## config.mk

```make
export PLATFORM = sky130hd
export DESIGN_NAME = alu_arbiter
export DESIGN_NICKNAME = d
export VERILOG_FILES = /design/src/rtl/alu_arbiter.sv
export SDC_FILE = /design/constraint.sdc
export NUM_CORES = 1
export LEC_CHECK = 0
export BUFFER_PORTS_ARGS = -buffer_cell sky130_fd_sc_hd__buf_2
export CORE_UTILIZATION = 46
export CTS_BUF_LIST = sky130_fd_sc_hd__clkbuf_2 sky130_fd_sc_hd__clkbuf_4 sky130_fd_sc_hd__clkbuf_8
export DETAILED_ROUTE_END_ITERATION = 10
export PLACE_DENSITY = 0.82
export SYNTH_ARGS = -nofsm -noshare
export SYNTH_HDL_FRONTEND = slang
export SYNTH_SLANG_ARGS = --single-unit
export TNS_END_PERCENT = 10
```

## constraint.sdc

```tcl
create_clock -name clk_i -period 1.6 [get_ports clk_i]
set_clock_uncertainty 0.05 [all_clocks]
set_input_delay 0.08 -clock clk_i [delete_from_list [all_inputs] [get_ports clk_i]]
set_output_delay 0.08 -clock clk_i [all_outputs]
set_load 0.03 [all_outputs]
```

## src/rtl/alu_arbiter.sv

```systemverilog
// alu_arbiter: round-robin sharing of one combinational Hack ALU.
// One operation in flight: accept -> exec -> response.
module alu_arbiter #(
    parameter  int WIDTH = 16,
    parameter  int N_REQ = 2,
    localparam int IDW   = $clog2(N_REQ)
) (
    input  logic                   clk_i,
    input  logic                   rst_ni,
    input  logic [N_REQ-1:0]       req_valid_i,
    output logic [N_REQ-1:0]       req_ready_o,
    input  logic [N_REQ*WIDTH-1:0] req_x_i,
    input  logic [N_REQ*WIDTH-1:0] req_y_i,
    input  logic [N_REQ*6-1:0]     req_ctrl_i,
    output logic [WIDTH-1:0]       alu_x_o,
    output logic [WIDTH-1:0]       alu_y_o,
    output logic                   alu_zx_o,
    output logic                   alu_nx_o,
    output logic                   alu_zy_o,
    output logic                   alu_ny_o,
    output logic                   alu_f_o,
    output logic                   alu_no_o,
    input  logic [WIDTH-1:0]       alu_out_i,
    input  logic                   alu_zr_i,
    input  logic                   alu_ng_i,
    output logic                   rsp_valid_o,
    input  logic                   rsp_ready_i,
    output logic [IDW-1:0]         rsp_id_o,
    output logic [WIDTH-1:0]       rsp_out_o,
    output logic                   rsp_zr_o,
    output logic                   rsp_ng_o,
    output logic                   busy_o,
    output logic [15:0]            op_count_o
);

    typedef enum logic [1:0] {
        IDLE,
        EXEC,
        RESP
    } state_t;

    state_t state_q, state_d;

    logic [IDW-1:0]   rr_ptr_q;
    logic [IDW-1:0]   id_q;
    logic [IDW-1:0]   gnt;
    logic [IDW-1:0]   rr_next;
    logic [IDW:0]     cand;
    logic             gnt_vld;
    logic             accept;
    logic             capture;
    logic             retire;
    logic [WIDTH-1:0] x_q, y_q, out_q;
    logic [WIDTH-1:0] sel_x, sel_y;
    logic [5:0]       ctrl_q, sel_ctrl;
    logic             zr_q, ng_q;
    logic [15:0]      op_cnt_q;

    // First valid requester at or after rr_ptr, wrapping modulo N_REQ.
    always_comb begin : rr_search
        gnt     = '0;
        gnt_vld = 1'b0;
        cand    = '0;
        for (int i = 0; i < N_REQ; i++) begin
            cand = {1'b0, rr_ptr_q} + (IDW+1)'(i);
            if (cand >= (IDW+1)'(N_REQ))
                cand = cand - (IDW+1)'(N_REQ);
            if (!gnt_vld && req_valid_i[cand[IDW-1:0]]) begin
                gnt_vld = 1'b1;
                gnt     = cand[IDW-1:0];
            end
        end
    end

    always_comb begin : req_mux
        sel_x    = '0;
        sel_y    = '0;
        sel_ctrl = '0;
        for (int k = 0; k < N_REQ; k++) begin
            if (gnt == IDW'(k)) begin
                sel_x    = req_x_i[k*WIDTH +: WIDTH];
                sel_y    = req_y_i[k*WIDTH +: WIDTH];
                sel_ctrl = req_ctrl_i[k*6 +: 6];
            end
        end
    end

    assign rr_next = (gnt == IDW'(N_REQ-1)) ? '0 : gnt + 1'b1;

    always_comb begin : fsm_next
        state_d     = state_q;
        req_ready_o = '0;
        rsp_valid_o = 1'b0;
        accept      = 1'b0;
        capture     = 1'b0;
        retire      = 1'b0;
        unique case (state_q)
            IDLE: begin
                if (gnt_vld) begin
                    req_ready_o = N_REQ'(1) << gnt;
                    accept      = 1'b1;
                    state_d     = EXEC;
                end
            end
            EXEC: begin
                capture = 1'b1;
                state_d = RESP;
            end
            RESP: begin
                rsp_valid_o = 1'b1;
                if (rsp_ready_i) begin
                    retire  = 1'b1;
                    state_d = IDLE;
                end
            end
            default: state_d = IDLE;
        endcase
    end

    always_ff @(posedge clk_i or negedge rst_ni) begin
        if (!rst_ni)
            state_q <= IDLE;
        else
            state_q <= state_d;
    end

    always_ff @(posedge clk_i or negedge rst_ni) begin
        if (!rst_ni) begin
            rr_ptr_q <= '0;
            id_q     <= '0;
            x_q      <= '0;
            y_q      <= '0;
            ctrl_q   <= '0;
            out_q    <= '0;
            zr_q     <= 1'b0;
            ng_q     <= 1'b0;
            op_cnt_q <= '0;
        end else begin
            if (accept) begin
                x_q      <= sel_x;
                y_q      <= sel_y;
                ctrl_q   <= sel_ctrl;
                id_q     <= gnt;
                rr_ptr_q <= rr_next;
            end
            if (capture) begin
                out_q <= alu_out_i;
                zr_q  <= alu_zr_i;
                ng_q  <= alu_ng_i;
            end
            if (retire)
                op_cnt_q <= op_cnt_q + 16'd1;
        end
    end

    assign alu_x_o    = x_q;
    assign alu_y_o    = y_q;
    assign alu_zx_o   = ctrl_q[5];
    assign alu_nx_o   = ctrl_q[4];
    assign alu_zy_o   = ctrl_q[3];
    assign alu_ny_o   = ctrl_q[2];
    assign alu_f_o    = ctrl_q[1];
    assign alu_no_o   = ctrl_q[0];
    assign rsp_id_o   = id_q;
    assign rsp_out_o  = out_q;
    assign rsp_zr_o   = zr_q;
    assign rsp_ng_o   = ng_q;
    assign busy_o     = (state_q != IDLE);
    assign op_count_o = op_cnt_q;

endmodule
```

* Word-level counts from Yosys, hierarchy flattened
Cells that the tools add are included.
** Cells by class
- $add $sub $neg :: 5
- Magnitude comparators :: 4
- Eq/ne operators :: 4
- Shift-type cells :: 1
- Muxes and demuxes :: 25
- Reduce and logical (&&, ||, !) cells :: 5
** Operators by type and width (count)
- 16-bit two-way mux :: 2
- 1-bit two-way mux :: 17
- 16-bit by 1-bit adder with 16-bit output (second input constant) :: 1
- 2-bit two-way mux :: 4
- 6-bit two-way mux :: 1
- 2-bit one-hot mux with 3 select lines :: 1
- 1-bit by 2-bit < comparator with 1-bit output (second input constant) :: 2
- 2-bit inequality test (second input constant) :: 2
- 1-bit by 1-bit adder with 2-bit output (second input constant) :: 1
- 2-bit by 1-bit == test with 1-bit output (second input constant) :: 1
- 2-bit == test (second input constant) :: 1
- 1-bit by 2-bit greater-or-equal comparator with 1-bit output (second input constant) :: 1
- 2-bit greater-or-equal comparator (second input constant) :: 1
- 2-bit zero test :: 1
- 2-bit AND reduction :: 1
- 2-bit nonzero test :: 1
- 1-bit by 1-bit << shifter with 2-bit output (first input constant) :: 1
- 1-bit subtractor (second input constant) :: 2
- 1-bit adder (second input constant) :: 1
- 1-bit logical AND :: 1
- 1-bit zero test :: 1
** Word-level totals
- Register bits :: 76
- Input port bits :: 99
- Output and inout port bits :: 77
- Logic and storage cells :: 54

* Logic depth before layout (Yosys ltp)
Gate-level depths: netlist of run 1.
- Word-level depth :: 11
- Mapped depth :: 5
- Depth with buffers taken out :: 5

* Worst setup path before layout of run 1
Ideal clock, no wire load.
- Kind :: register -> register
- From :: register op_cnt_q[0], in the netlist op_count_o[0]
- To :: register op_cnt_q[12], in the netlist op_count_o[12]
- Setup time :: 0.133 ns
- Data arrival time :: 1.494 ns
- Slack :: -0.077 ns
- Stages on the path, launching flop included :: 6
- Clock period less this slack :: 1.677 ns
- Path through :: dfrtp_1 -> ha_1 -> nand4b_2 -> nor4_4 -> nand3_1 -> xnor2_1
** Between the ends
- Cells in the longest elaborated chain, start to end :: 1
** RTL lines
- from (decl) :: RTL line 57 : logic [15:0] op_cnt_q;
- from (signal assigned) :: RTL line 152 : op_cnt_q <= op_cnt_q + 16'd1;
- 16-bit by 1-bit adder with 16-bit output :: RTL line 152
No other way between the ends.
A chain may end at the register's enable or synchronous reset.

* Worst setup path after layout of run 1
- From :: register state_q[0]
- To :: output port req_ready_o[0]
** Between the ends
- Cells in the longest elaborated chain, start to end :: 2
** RTL lines
- from (decl) :: RTL line 42 : state_t state_q, state_d;
- from (signal assigned) :: RTL line 124 : state_q <= state_d;
- 2-bit zero test :: RTL line 97 : unique case (state_q)
- 2-bit two-way mux :: RTL line 97
- to (decl) :: RTL line 11 : output logic [N_REQ-1:0] req_ready_o,
No other way between the ends.

==> impl_results.md, run 1 <==
- CP bufs+invs: 3
- Initial DRC Count: 111
- Port bufs: between 150 and 200
- Post-Syn Area: 0.003306 mm^2
- CP max-delay cell: dfrtp_2
- Main synth FF type: dfrtp_1
- H-tree levels: 3
- R2r setup slk: -0.09 ns
- Crit path capture type: output port
- Nature of the critical path startpoint: flip-flop
- Avg Inst Size Synth: 13.01 um^2
- Syn nets: between 300 and 400
- Sw Ratio: 0.4302
- Worst Tran Pin Value: 0.4594 ns
- N_diodes: 0
- Die height: roughly 87 um
- Synth area leader: dfrtp_1
- Worst Path Required: about 1.5 ns
- Starting density of the core: 0.4812
- Area contributors post-synth: dfrtp_1 (58%), a221o_1 (7.3%), mux2_2 (6.5%), mux2i_1 (3.9%), xnor2_1 (3.2%)
- Clock latency on the worst-skew pair: 0.35 ns
- Reg2reg path depth: 6
- Final setup fails: 27
- Horiz. Die Dim: slightly below 90 um
- Critical path depth: 4
- Seq pwr share: 0.319
- Synth-to-Final Area Change: 69.34%
- Worst path cell trace: buf_6 > a2111oi_4 > buf_12 > buf_6
- DR vias: 3292
- PwrDens: 1850 mW/mm^2
- Number of global-route vias before repair: ~3400
- Fmax: 0.5825 GHz
- Post-synth top area share: 0.5753
- Number of fill cells in the layout: 383
- Mapped Cells: around 250
- Worst-path clk slew: 0.08 ns
- Critical Path Fanout Max: 4
- Slew headroom: 0.6937
- Net Sw Power: 4.454 mW
- Hold path depth: 3
- Syn. warnings: 0
- Total global routing overflow: 0
- Cell Int Power: 5.899 mW
- Seq cells post-synth: 76
- Worst VDD drop: 0.001063 V
- Sequential element share of the synthesized area: 0.5753
- GRT Overall Usage: 0.3006
- DR vias/cell: ~5.2
- Leak: 2.850 nW
- WL final: roughly 11000 um
- Gpl congestion: 0.8201
- ANT nets after route: 0
- Fraction of layout cells with a size suffix above 1: 0.4963
- Die area: 0.007529 mm^2
- Register area: between 0.0015 and 0.002 mm^2
- Worst Hold Class: in -> reg
- Crit path DAT: 1.59 ns
- Cell family with most CP delay: flip-flops
- Fin nets: around 640
- Post-synth EDFFs: 0
- Crit path kind: reg -> out
- IO Count: 176
- Initial antenna violation count: 0
- Pin count of the biggest net entering global routing: 36
- TritonRoute pass-1 iters: 4
- Core area: 0.006869 mm^2
- WHS: -0.003837 ns
- Total power: ~10 mW
- Placement-stage cell area: roughly 0.0044 mm^2
- Hold Fails Final Rpt: 1
- Yosys cell types: 35
- Outcome: finished with violations
- Total CTS buffers: 9
- Wire length per cell: 17.25 um
- Sink Count: 76
- First-pass GRT wire length: ~17000 um
- Unrepaired setup endpoints after global routing: yes
- Post-synthesis async set-or-reset flop share: 1.000
- Most frequent CP cell: buf_6
- Post-route design area: 0.005598 mm^2
- CTS root buf: clkbuf_8
- Min cycle time layout: 1.717 ns
- DP Wirelength: about 5900 um
- Failing checks: hold timing, setup timing
- Final WS setup: -0.1167 ns
- Max-slew violation count: 0
- Dpl ws: 0.05782 ns
- Combinational share of power: 0.516
- Max cap viols: 0
- Multi-input logic area: between 0.001 and 0.0015 mm^2
- Clock Tree Buf Depth: 2
- CP peak stage delay: approximately 0.45 ns
- FP Rows: 30
- Fin crit share: 1.073
- Finished Core Util: 0.8149
- Remaining routing DRC violations: 0
- TritonCTS clock tree: done
- Clk pwr share: 0.165
==> path summary, 6_finish.rpt <==
check	from	end
worst max-delay path	state_q[0]	req_ready_o[0]
worst min-delay path	req_ctrl_i[5]	ctrl_q[5]
worst max register to register	state_q[0]	alu_y_o[14]
worst min register to register	op_count_o[15]	op_count_o[15]
max in group asynchronous	rst_ni	rsp_out_o[6]
min in group asynchronous	rst_ni	op_count_o[6]
==> per-layer routing <==
metal,GRT usage,share of wire,up-vias
li1,-,-,1474
met1,0.3373,0.38,1614
met2,0.5310,0.52,168
met3,0.08762,0.074,36
met4,0.1318,0.031,0
met5,0,0,-
==> cells by family after synthesis <==
kind of cell | share of synthesized area
muxes | 0.1041
xor gates and xnor gates | 0.03974
AOI/OAI and AO/OA | 0.1181
buffers and inverters | 0.03217
DFF | 0.5753
adders and majority gates | 0.003784
and+or+nand+nor | 0.1268
==> tightest hold or removal path, stage by stage <==
cell and delay, ns:
buf_2 0.07, mux2i_1 0.06, o21ai_0 0.14
==> placed cells by master, fill, tap and decap left out, types with 5 or more instances in the layout <==
master	n
dlygate4sd3_1	83
nand2_1	18
buf_6	5
and2_2	11
dfrtp_2	5
inv_1	5
clkbuf_8	9
mux2_2	19
buf_4	16
mux2i_1	13
and2_4	6
and2_1	8
o21ai_0	14
buf_2	172
buf_12	5
dfrtp_1	71
nand3_1	8
a221o_1	24
xnor2_1	12
==> power groups by stage <==
stage	combinational, mW	clock (mW)	sequential (mW)
finish	5.35	1.71	3.30
global route	5.65	1.80	3.37
CTS	5.18	1.71	3.26
detailed placement	4.87	0	3.25
global placement	4.75	0	3.22
floorplan	1.70	0	4.80
==> cells in the mapped netlist (2+ instances only) <==
| master | instances |
|---|---|
| dfrtp_1 | 76 |
| a221o_1 | 24 |
| mux2_2 | 19 |
| nand2_1 | 18 |
| o21ai_0 | 14 |
| and2_2 | 13 |
| mux2i_1 | 13 |
| and2_1 | 12 |
| xnor2_1 | 12 |
| nand3_1 | 8 |
| clkbuf_1 | 5 |
| inv_1 | 5 |
| buf_6 | 4 |
| nor2_1 | 4 |
| and3_1 | 3 |
| xor2_1 | 3 |
| buf_4 | 2 |
| nand2b_1 | 2 |
==> sequential cells by signal (all words and copies together), names as in the netlist <==
name,flops
op_count_o,16
rr_ptr_q,1
alu_x_o,16
rsp_ng_o,1
rsp_out_o,16
rsp_id_o,1
ctrl_q,6
rsp_zr_o,1
state_q,2
alu_y_o,16
==> cell type report <==
type	count	area share
clock buffers	9	0.02213
clock inverters	5	0.01833
inverters	6	0.004023
multi-input cells	160	0.2367
flip-flops and latches	76	0.3409
well taps	96	0.02146
repair buffers	282	0.3565
==> through the flow <==
stage	TNS [ns]	std cells
after global routing	-2.884	634
after CTS	-0.6279	633
after global placement	0	531
after detailed placement	0	531
final	-1.403	634
after floorplan	-0.08896	254
==> timing repair <==
item	4_1_cts	5_1_grt
resized for setup	10	9
hold buffers	83	0
pin swaps	1	7
gates cloned	1	0
buffers inserted	4	1
hold endpoints to repair	88	0
endpoints found under the setup margin	2	30
(Power assumes the default switching activity.)
==> inputs of run 2 (changes only) <==
--- a/config.mk
+++ b/config.mk
@@ -6,9 +6,11 @@
 export NUM_CORES = 1
 export LEC_CHECK = 0
 export BUFFER_PORTS_ARGS = -buffer_cell sky130_fd_sc_hd__buf_2
+export CORE_MARGIN = 1.5
 export CORE_UTILIZATION = 46
 export CTS_BUF_LIST = sky130_fd_sc_hd__clkbuf_2 sky130_fd_sc_hd__clkbuf_4 sky130_fd_sc_hd__clkbuf_8
 export DETAILED_ROUTE_END_ITERATION = 10
+export GPL_TIMING_DRIVEN = 0
 export PLACE_DENSITY = 0.82
 export SYNTH_ARGS = -nofsm -noshare
 export SYNTH_HDL_FRONTEND = slang
==> impl_results.md, run 2 (same netlist as run 1, synthesis figures left out) <==
- Post-route design area: 0.005411 mm^2
- DR vias/cell: roughly 5.2
- Min cycle time layout: 1.613 ns
- Die height: roughly 88 um
- Layout Cells excl Fill: 627
- H-tree levels: 3
- CP max-delay cell: dfrtp_2
- N_diodes: 0
- DP Wirelength: 6090 um
- ANT nets after route: 0
- Placement-stage cell area: between 0.004 and 0.005 mm^2
- Crit path kind: reg -> out
- Gpl congestion: 0.7701
- Register area: between 0.0015 and 0.002 mm^2
- Cell family with most CP delay: flip-flops
- Hold Fails Final Rpt: 0
- Synth-to-Final Area Change: 63.70%
- Most frequent CP cell: buf_6
- Port bufs: roughly 180
- WL final: approximately 11000 um
- Number of global-route vias before repair: 3467
- Commonest non-fill, non-tap cells in the layout: buf_2 (172), dlygate4sd3_1 (81), dfrtp_1 (71)
- Core area: between 0.006 and 0.007 mm^2
- Most common library cell in the layout ignoring fill and taps: buf_2
- Max-slew violation count: 0
- Fin nets: 627
- First-pass GRT wire length: 16470 um
- GRT Overall Usage: 0.2817
- Horiz. Die Dim: 87.77 um
- PwrDens: 1822 mW/mm^2
- Failing checks: setup timing
- CP peak stage delay: roughly 0.45 ns
- Crit path DAT: 1.48 ns
- TritonRoute pass-1 iters: 4
- TritonCTS clock tree: done
- IO Count: 176
- Post-Place Cells: 526
- Starting density of the core: 0.4812
- Fin crit share: 1.008
- Leak: 2.752 nW
- Pin count of the biggest net entering global routing: 43
- Max cap viols: 0
- Total CTS buffers: 9
- Wire length per cell: 16.80 um
- Outcome: finished with violations
- Die area: 0.007704 mm^2
- Multi-input logic area: 0.001310 mm^2
- Unrepaired setup endpoints after global routing: yes
- CTS root buf: clkbuf_8
- CP bufs+invs: 2
- Critical Path Fanout Max: 10
- Worst Tran Pin Value: 0.4700 ns
- Clock latency on the worst-skew pair: 0.34 ns
- Sink Count: 76
- FP Rows: 30
- Dpl ws: -0.07805 ns
- Final WS setup: -0.01293 ns
- Worst Hold Class: in -> reg
- Worst VDD drop: 0.001135 V
- Worst path cell trace: a2111oi_4 > buf_6 > buf_6
- Initial antenna violation count: 0
- Nature of the critical path startpoint: flip-flop
- Clock Tree Buf Depth: 2
- Total global routing overflow: 0
- Worst-path clk slew: 0.08 ns
- Total power: between 9 and 10 mW
- Remaining routing DRC violations: 0
- Number of fill cells in the layout: 417
- Fraction of layout cells with a size suffix above 1: 0.4802
- Crit path capture type: output port
- Slew headroom: 0.6867
- Fmax: between 0.6 and 0.7 GHz
- DR vias: between 3000 and 4000
- Final setup fails: 2
- Worst Path Required: roughly 1.5 ns
- Initial DRC Count: 132
## run 2: power breakdown
part	switching [mW]	internal, mW
sequential	0.559	2.76
combinational	3.10	1.87
clock	0.697	0.883
total	4.35	5.51
## run 2: stage by stage
step	TNS [ns]	hold WS, ns	util
after global placement	-3.706	0.2611	0.6266
after global routing	-0.3408	0.01687	0.7878
final	-0.02485	0.007014	0.7878
after floorplan	-0.08896	-0.2656	-
after CTS	-0.02901	0.001112	0.7860
after detailed placement	-1.572	0.006688	0.6299
## run 2: worst paths after layout
kind	start	endpoint	slack (ns)	cells after the start
max in group asynchronous	rst_ni	state_q[1]	0.74	3
worst min register to register	rsp_id_o	rsp_id_o	0.43	1
worst min-delay path	req_y_i[25]	alu_y_o[9]	0.007	3
worst max-delay path	rr_ptr_q	req_ready_o[0]	-0.01	3
min in group asynchronous	rst_ni	alu_y_o[4]	0.18	2
worst max register to register	op_count_o[4]	op_count_o[9]	0	4
## run 2: cell type report
type,instances,share of cell area
Clock inverter,5,0.01434
Tap cell,96,0.02220
Multi-Input combinational cell,160,0.2421
Inverter,6,0.004162
Timing Repair Buffer,262,0.3244
Clock buffer,10,0.02428
Sequential cell,76,0.3526
Buffer,12,0.01595
## run 2: worst register-to-register path: stages, from the launching register on
cell	delay, ns
dfrtp_1	0.43
nand3_1	0.25
nor4_2	0.45
nand3_1	0.15
xnor2_1	0.14
## run 2: layer usage
layer / routed length [um] / up-vias / global-route usage / part of all wire
met5: 0 / - / 0 / 0
met4: 404 / 0 / 0.1443 / 0.038
met3: 742 / 42 / 0.07823 / 0.070
met2: 5416 / 181 / 0.4837 / 0.51
met1: 3968 / 1570 / 0.3207 / 0.38
li1: - / 1449 / - / -
## run 2: what timing repair did
item | 4_1_cts | 5_1_grt
gates resized for setup | 7 | 4
setup buffers | 5 | 0
endpoints found under the setup margin | 31 | 23
hold endpoints to repair | 87 | 0
pin swaps | 3 | 2
hold buffers | 81 | 0
